--- config.mk ---
export PLATFORM = sky130hd
export DESIGN_NAME = pll_lock_reset_seq
export DESIGN_NICKNAME = d
export VERILOG_FILES = /design/src/rtl/pll_lock_reset_seq.sv
export SDC_FILE = /design/constraint.sdc
export NUM_CORES = 1
export LEC_CHECK = 0
export ABC_AREA = 1
export BUFFER_PORTS_ARGS = -buffer_cell sky130_fd_sc_hd__buf_2
export CAP_MARGIN = 20
export CORE_MARGIN = 2
export CORE_UTILIZATION = 30
export DETAILED_ROUTE_END_ITERATION = 10
export GPL_TIMING_DRIVEN = 0
export PLACE_DENSITY = 0.58
export SLEW_MARGIN = 0
export SYNTH_ARGS = -nofsm -noshare
export SYNTH_HDL_FRONTEND = slang
export SYNTH_SLANG_ARGS = --single-unit
--- constraint.sdc ---
create_clock -name clk -period 1.2 [get_ports clk]
set_input_delay 0.24 -clock clk [delete_from_list [all_inputs] [get_ports clk]]
set_output_delay 0.24 -clock clk [all_outputs]
set_load 0.02 [all_outputs]
--- src/rtl/pll_lock_reset_seq.sv ---
// PLL lock monitor and system reset sequencer, clocked by the free-running PLL reference clock.
// Optional PLL restart on lock timeout is enabled by defining PLL_LOCK_RESTART_EN.
module pll_lock_reset_seq #(
  parameter int SYNC_STAGES    = 2,
  parameter int SETTLE_CYCLES  = 1024,
  parameter int LOSS_FILTER    = 4,
  parameter int LOCK_TIMEOUT   = 65536,
  parameter int PLL_RST_CYCLES = 16
) (
  input  logic       clk,
  input  logic       rst,
  input  logic       locked_i,
  output logic       sys_rst_o,
  output logic       ready_o,
  output logic       pll_rst_o,
  output logic [7:0] loss_count_o,
  output logic [1:0] state_o
);

  typedef enum logic [1:0] {
    WAIT_LOCK = 2'd0,
    SETTLE    = 2'd1,
    RUN       = 2'd2,
    RESTART   = 2'd3
  } state_t;

  localparam int SETTLE_W = (SETTLE_CYCLES > 1) ? $clog2(SETTLE_CYCLES) : 1;
  localparam int FILTER_W = (LOSS_FILTER > 1) ? $clog2(LOSS_FILTER) : 1;
  localparam logic [SETTLE_W-1:0] SETTLE_LAST = SETTLE_W'(SETTLE_CYCLES - 1);
  localparam logic [FILTER_W-1:0] FILTER_LAST = FILTER_W'(LOSS_FILTER - 1);

`ifdef PLL_LOCK_RESTART_EN
  localparam int TIMEOUT_W = (LOCK_TIMEOUT > 1) ? $clog2(LOCK_TIMEOUT) : 1;
  localparam int PRST_W    = (PLL_RST_CYCLES > 1) ? $clog2(PLL_RST_CYCLES) : 1;
  localparam logic [TIMEOUT_W-1:0] TIMEOUT_LAST = TIMEOUT_W'(LOCK_TIMEOUT - 1);
  localparam logic [PRST_W-1:0]    PRST_LAST    = PRST_W'(PLL_RST_CYCLES - 1);

  logic [TIMEOUT_W-1:0] timeout_q, timeout_d;
  logic [PRST_W-1:0]    prst_q, prst_d;
  logic                 pll_rst_q, pll_rst_d;
`endif

  state_t                   state_q, state_d;
  logic [SYNC_STAGES-1:0]   sync_q;
  logic                     locked_s;
  logic [SETTLE_W-1:0]      settle_q, settle_d;
  logic [FILTER_W-1:0]      filter_q, filter_d;
  logic [7:0]               loss_q, loss_d;
  logic                     sys_rst_q, sys_rst_d;
  logic                     ready_q, ready_d;

  assign locked_s = sync_q[SYNC_STAGES-1];

  // State, counters, synchronizer and registered outputs; rst aborts everything, including a restart pulse.
  always_ff @(posedge clk) begin
    if (rst) begin
      state_q   <= WAIT_LOCK;
      sync_q    <= '0;
      settle_q  <= '0;
      filter_q  <= '0;
      loss_q    <= '0;
      sys_rst_q <= 1'b1;
      ready_q   <= 1'b0;
`ifdef PLL_LOCK_RESTART_EN
      timeout_q <= '0;
      prst_q    <= '0;
      pll_rst_q <= 1'b0;
`endif
    end else begin
      state_q   <= state_d;
      sync_q    <= {sync_q[SYNC_STAGES-2:0], locked_i};
      settle_q  <= settle_d;
      filter_q  <= filter_d;
      loss_q    <= loss_d;
      sys_rst_q <= sys_rst_d;
      ready_q   <= ready_d;
`ifdef PLL_LOCK_RESTART_EN
      timeout_q <= timeout_d;
      prst_q    <= prst_d;
      pll_rst_q <= pll_rst_d;
`endif
    end
  end

  // Counters default to zero so every state is entered with fresh counts.
  always_comb begin
    state_d  = state_q;
    settle_d = '0;
    filter_d = '0;
    loss_d   = loss_q;
`ifdef PLL_LOCK_RESTART_EN
    prst_d   = '0;
`endif
    case (state_q)
      WAIT_LOCK: begin
        if (locked_s) state_d = SETTLE;
`ifdef PLL_LOCK_RESTART_EN
        else if (timeout_q == TIMEOUT_LAST) state_d = RESTART;
`endif
      end
      SETTLE: begin
        if (!locked_s) state_d = WAIT_LOCK;
        else if (settle_q == SETTLE_LAST) state_d = RUN;
        else settle_d = settle_q + SETTLE_W'(1);
      end
      RUN: begin
        if (!locked_s) begin
          if (filter_q == FILTER_LAST) begin
            state_d = WAIT_LOCK;
            if (loss_q != 8'hFF) loss_d = loss_q + 8'd1;
          end else begin
            filter_d = filter_q + FILTER_W'(1);
          end
        end
      end
      RESTART: begin
`ifdef PLL_LOCK_RESTART_EN
        if (prst_q == PRST_LAST) state_d = WAIT_LOCK;
        else prst_d = prst_q + PRST_W'(1);
`else
        state_d = WAIT_LOCK;
`endif
      end
      default: state_d = WAIT_LOCK;
    endcase
`ifdef PLL_LOCK_RESTART_EN
    // Only a stay in WAIT_LOCK accumulates timeout; any other path restarts the count.
    timeout_d = (state_q == WAIT_LOCK && state_d == WAIT_LOCK) ? timeout_q + TIMEOUT_W'(1) : '0;
`endif
  end

  // Outputs are decoded from the next state so they change on the transition edge.
  always_comb begin
    sys_rst_d = (state_d != RUN);
    ready_d   = (state_d == RUN);
`ifdef PLL_LOCK_RESTART_EN
    pll_rst_d = (state_d == RESTART);
`endif
  end

  assign sys_rst_o    = sys_rst_q;
  assign ready_o      = ready_q;
  assign loss_count_o = loss_q;
  assign state_o      = state_q;
`ifdef PLL_LOCK_RESTART_EN
  assign pll_rst_o    = pll_rst_q;
`else
  assign pll_rst_o    = 1'b0;
`endif

endmodule

[Word level (Yosys, flattened, before mapping)]
Index checks and enable logic that the tools add are counted.
Storage, ports and cells
  flip-flop bits (word level): 26
  output and inout bits: 13
  input bits: 3
Operators by class
  multiplexer cells: 6
  bitwise gates (word level): 3
  add/subtract/negate cells: 3
  equality and inequality tests: 8
  reduce and logical (&&, ||, !) cells: 4
Operators with widths (count)
  10-bit by 1-bit adder with 10-bit output, second input constant: 1
  10-bit == test, second input constant: 1
  2-bit 2-to-1 mux: 5
  8-bit by 1-bit adder with 8-bit output, second input constant: 1
  2-bit == test, second input constant: 4
  8-bit inequality test, second input constant: 1
  2-bit case mux with 4 select lines: 1
  4-bit OR reduction: 2
  4-bit AND reduction: 1
  1-bit NOT: 3
  2-bit by 1-bit adder with 2-bit output, second input constant: 1
  2-bit by 1-bit == test with 1-bit output, second input constant: 1
  2-bit zero test: 1
  2-bit inequality test, second input constant: 1

[Depth between registers and ports, before layout]
  word-level depth: 5
  depth in mapped cells: 8
  gate-level depth less buffers: 8

[Worst setup path before layout]
OpenSTA, ideal clock, no wires.
  path kind: reg-to-reg
  start: register loss_q[0], in the netlist loss_count_o[0]
  end: register loss_q[7], in the netlist loss_count_o[7]
  buffers on the path: 0
  slack: -0.179 ns
  period minus slack after synthesis: 1.379 ns
  setup time: 0.113 ns
  arrival: 1.266 ns
  data required time: 1.087 ns
  stages on the path, launching flop included: 9
  path through: dfxtp_1 > ha_1 > nand2_2 > nor2_2 > nand2_2 > nand2_4 > nor2_1 > nor2_1 > nor2_1
Between the ends
  longest elaborated chain between the ends: 2
  elaborated cells on any way between the ends: 3
  those cells by class: add/sub: 1; eq/ne: 1; reduce/logical: 1
RTL lines
  start: declaration: RTL line 48  | logic [7:0] loss_q, loss_d;
  start signal: assignment: RTL line 74  | loss_q <= loss_d;
  branches (longest 2 deep; another with 8-bit by 1-bit adder with 8-bit output)
Parallel ways; which one is timed is not known.
A chain may end at the register's enable or synchronous reset.

[Worst setup path after layout]
  start: register settle_q[1]
  end: register settle_q[8]
Between the ends
  longest elaborated chain between the ends: 2
  elaborated cells on any way between the ends: 3
  those cells by class: add/sub: 1; eq/ne: 1; reduce/logical: 1
RTL lines
  start: declaration: RTL line 46  | logic [SETTLE_W-1:0] settle_q, settle_d;
  start signal: assignment: RTL line 72  | settle_q <= settle_d;
  branches (longest 2 deep; another with 10-bit by 1-bit adder with 10-bit output)
Parallel ways; which one is timed is not known.

==> results.sh <==
export IMPL_slowest_delay_ns=0.36
export IMPL_seqPwrFrac=0.536
export IMPL_cpLargestDelayFamily="simple AND/OR/NAND/NOR gates"
export IMPL_hold_slack_ns=0.170
export IMPL_totalNegativeSetupSlack_ns=0
export IMPL_drv_slew=0
export IMPL_synth_nets=171
export IMPL_vias=1090
export IMPL_fin_crit_ns=1.19
export IMPL_htree_num_levels=1
export IMPL_hold_viol=0
export IMPL_fin_cells=243
export IMPL_clockBufferDepth=2
export IMPL_antenna_found_initial=0
export IMPL_io_pin_count=16
export IMPL_avgViaCountPerCell=4.49
export IMPL_synthTopCellsByArea="dfxtp_1 (43%), nand2_1 (11%), nor2_1 (8.6%)"
export IMPL_nNetsFinal=200
export IMPL_yosysTopAreaCell="dfxtp_1"
export IMPL_grt_max_degree=16
export IMPL_synth_seq_cells=26
export IMPL_grt_pass1_wl_um=3950
export IMPL_syn_cell_area_um2=1220
export IMPL_status="finished, final reports clean"
export IMPL_synth_commonest_cells="nand2_1 (35), nor2_1 (28), dfxtp_1 (26)"
export IMPL_wl_per_cell_um=9.72
export IMPL_clockPowerShare=0.443
export IMPL_synth_most_common_cell="nand2_1"
export IMPL_cts_hold_buffers=0
export IMPL_ys_seq_area_frac=0.426
export IMPL_skew_ns=0.0112
export IMPL_criticalPathCategory="flop to flop"
export IMPL_drc_errors=0
export IMPL_root_buffer="clkbuf_8"
export IMPL_required_ns=1.36
export IMPL_synthCells=165
export IMPL_p_sw_frac=0.182
export IMPL_fin_crit_sh=0.995
export IMPL_p_int_mw=1.32
export IMPL_timing_fmax_mhz=837
export IMPL_start_util=0.307
export IMPL_rrSetupSlack_ns=0.006
export IMPL_async_reset_ff_frac=0
export IMPL_ys_warn_count=0
export IMPL_synth_edff_count=0
export IMPL_critPathArrivalTime_ns=1.35
export IMPL_power_switching_mw=0.292
export IMPL_dpl_cell_area_um2=1380
export IMPL_critical_path_startpoint_type="flop"
export IMPL_place_inst=228
export IMPL_grt_pass1_vias=951
export IMPL_rsz0062_at_grt="yes"
export IMPL_place_gp_congestion=0.737
export IMPL_layout_setup_ws_ns=0.00572
export IMPL_synth_flop_cell="dfxtp_1"
export IMPL_ant_nets=0
export IMPL_crit_chain="ha_4, nand3_4, nor2_4, nand3_4, nand4_1, nor2_1"
export IMPL_worst_path_buf_inv=0
export IMPL_clkTransAtPathRegs_ns=0.09
export IMPL_synth_cell_type_count=25
export IMPL_syn_to_final_growth_pct=36.6
export IMPL_nFillCells=399
export IMPL_first_iter_violations=25
export IMPL_path_max_fanout=4
export IMPL_cts_num_sinks=26
export IMPL_coreArea_um2=3970
export IMPL_crit_cells=6
export IMPL_die_area_um2=4600
export IMPL_critPathMostFrequentCell="nand3_4"
export IMPL_vdd_drop_max_mv=0.692
export IMPL_die_x_um=67.8
export IMPL_drv_cap=0
export IMPL_p_total_mw=1.61
export IMPL_multi_input_area_um2=747
export IMPL_portBuffers=13
export IMPL_yosys_area_top_type_share=0.426
export IMPL_grt_overflow_total=0
export IMPL_cp_slowest_cell="dfxtp_2"
export IMPL_crit_path_end="settle_q[8]"
export IMPL_drive_gt1_frac=0.363
export IMPL_final_util=0.420
export IMPL_power_leakage_nw=0.649
export IMPL_grt_use_total=0.111
export IMPL_place_ws_ns=-0.0960
export IMPL_r2r_start="settle_q[1]"
export IMPL_power_frac_comb=0.021
export IMPL_die_h_um=67.8
export IMPL_seqCellArea_um2=539
export IMPL_timing_rr_end="settle_q[8]"
export IMPL_num_antenna_cells=0
export IMPL_fin_area_um2=1670
export IMPL_p_per_area_nw_per_um2=963
export IMPL_cts_buffers=3
export IMPL_startpoint="settle_q[1]"
export IMPL_rows=23
export IMPL_holdCritPathClass="input port to flop"
export IMPL_setup_viol=0
export IMPL_totalWireLength_um=2360
export IMPL_r2r_cells=6
export IMPL_clk_latency_ns=0.27
export IMPL_cts_tree="done"
export IMPL_endpoint_kind="flop"
export IMPL_dpl_hpwl_um=1550
export IMPL_post_synth_cell_area_avg_um2=7.40
export IMPL_drtPass1Iterations=4
## logic make-up after synthesis
family | after synthesis | synth area share
fa+ha+maj | 3 | 0.0307
xor+xnor | 5 | 0.0359
buf+inv | 26 | 0.0902
other cells | 1 | 0.00307
compound gates | 8 | 0.0400
simple gates | 96 | 0.374
flops | 26 | 0.426
## placed cells by master (no fill, tap or decap), types with 5 or more instances in the layout
cell type	Yosys	routed
nand2_1	35	33
inv_1	21	21
dfxtp_2	0	6
dfxtp_1	26	17
nor2_2	3	5
buf_2	1	15
nor2_4	2	6
nand3_1	9	8
nor2_1	28	22
nand4_1	6	6
buf_4	1	7
## area by class of cell
cell class,instances,area share
multi-input combinational,115,0.448
sequential,26,0.323
timing repair buffer,22,0.0825
inverter,23,0.0518
tap,50,0.0375
clock buffer,3,0.0248
clock inverter,1,0.0180
buffer,3,0.0143
## layer usage
metal / vias to the layer above / global-route usage / part of all wire
met5: - / 0 / 0
met3: 2 / 0.0350 / 0.038
met2: 15 / 0.199 / 0.51
li1: 577 / - / -
met4: 0 / 0.0225 / 0.0034
met1: 496 / 0.130 / 0.45
## worst min path at each step
| stage | startpoint | end | slack [ns] | cells after the start |
|---|---|---|---|---|
| after CTS | locked_i | sync_q[0] | 0.16 | 3 |
| final | locked_i | sync_q[0] | 0.17 | 3 |
| after global placement | sync_q[0] | sync_q[1] | 0.40 | 2 |
| after global routing | locked_i | sync_q[0] | 0.16 | 3 |
| after floorplan | locked_i | sync_q[0] | 0.35 | 2 |
| after detailed placement | sync_q[0] | sync_q[1] | 0.40 | 2 |
## worst reg2reg max path: stages, from the launching register on
cell     delay (ns)
dfxtp_2        0.36
ha_4           0.15
nand3_4        0.09
nor2_4         0.17
nand3_4        0.13
nand4_1        0.12
nor2_1         0.06
## power by group through the flow
stage	clock [mW]	combinational, mW	sequential, mW
floorplan	0	0.0217	0.885
global placement	0	0.0294	0.884
detailed placement	0	0.0297	0.884
CTS	0.758	0.0325	0.862
global route	0.785	0.0379	0.862
finish	0.712	0.0334	0.861
## flip-flops by register name (all words and copies together) (netlist names)
register,cells
settle_q,10
loss_count_o,8
filter_q,2
state_o,2
sync_q,2
ready_o,1
sys_rst_o,1
## repair_timing
action                                  CTS  global route
setup buffers                             5             3
cloned                                    3             0
pin swaps                                 3             8
gates resized for setup                  16            19
hold endpoints to repair                  0             0
endpoints found under the setup margin   22            23
Note: power is estimated with default switching activity, not from simulation.
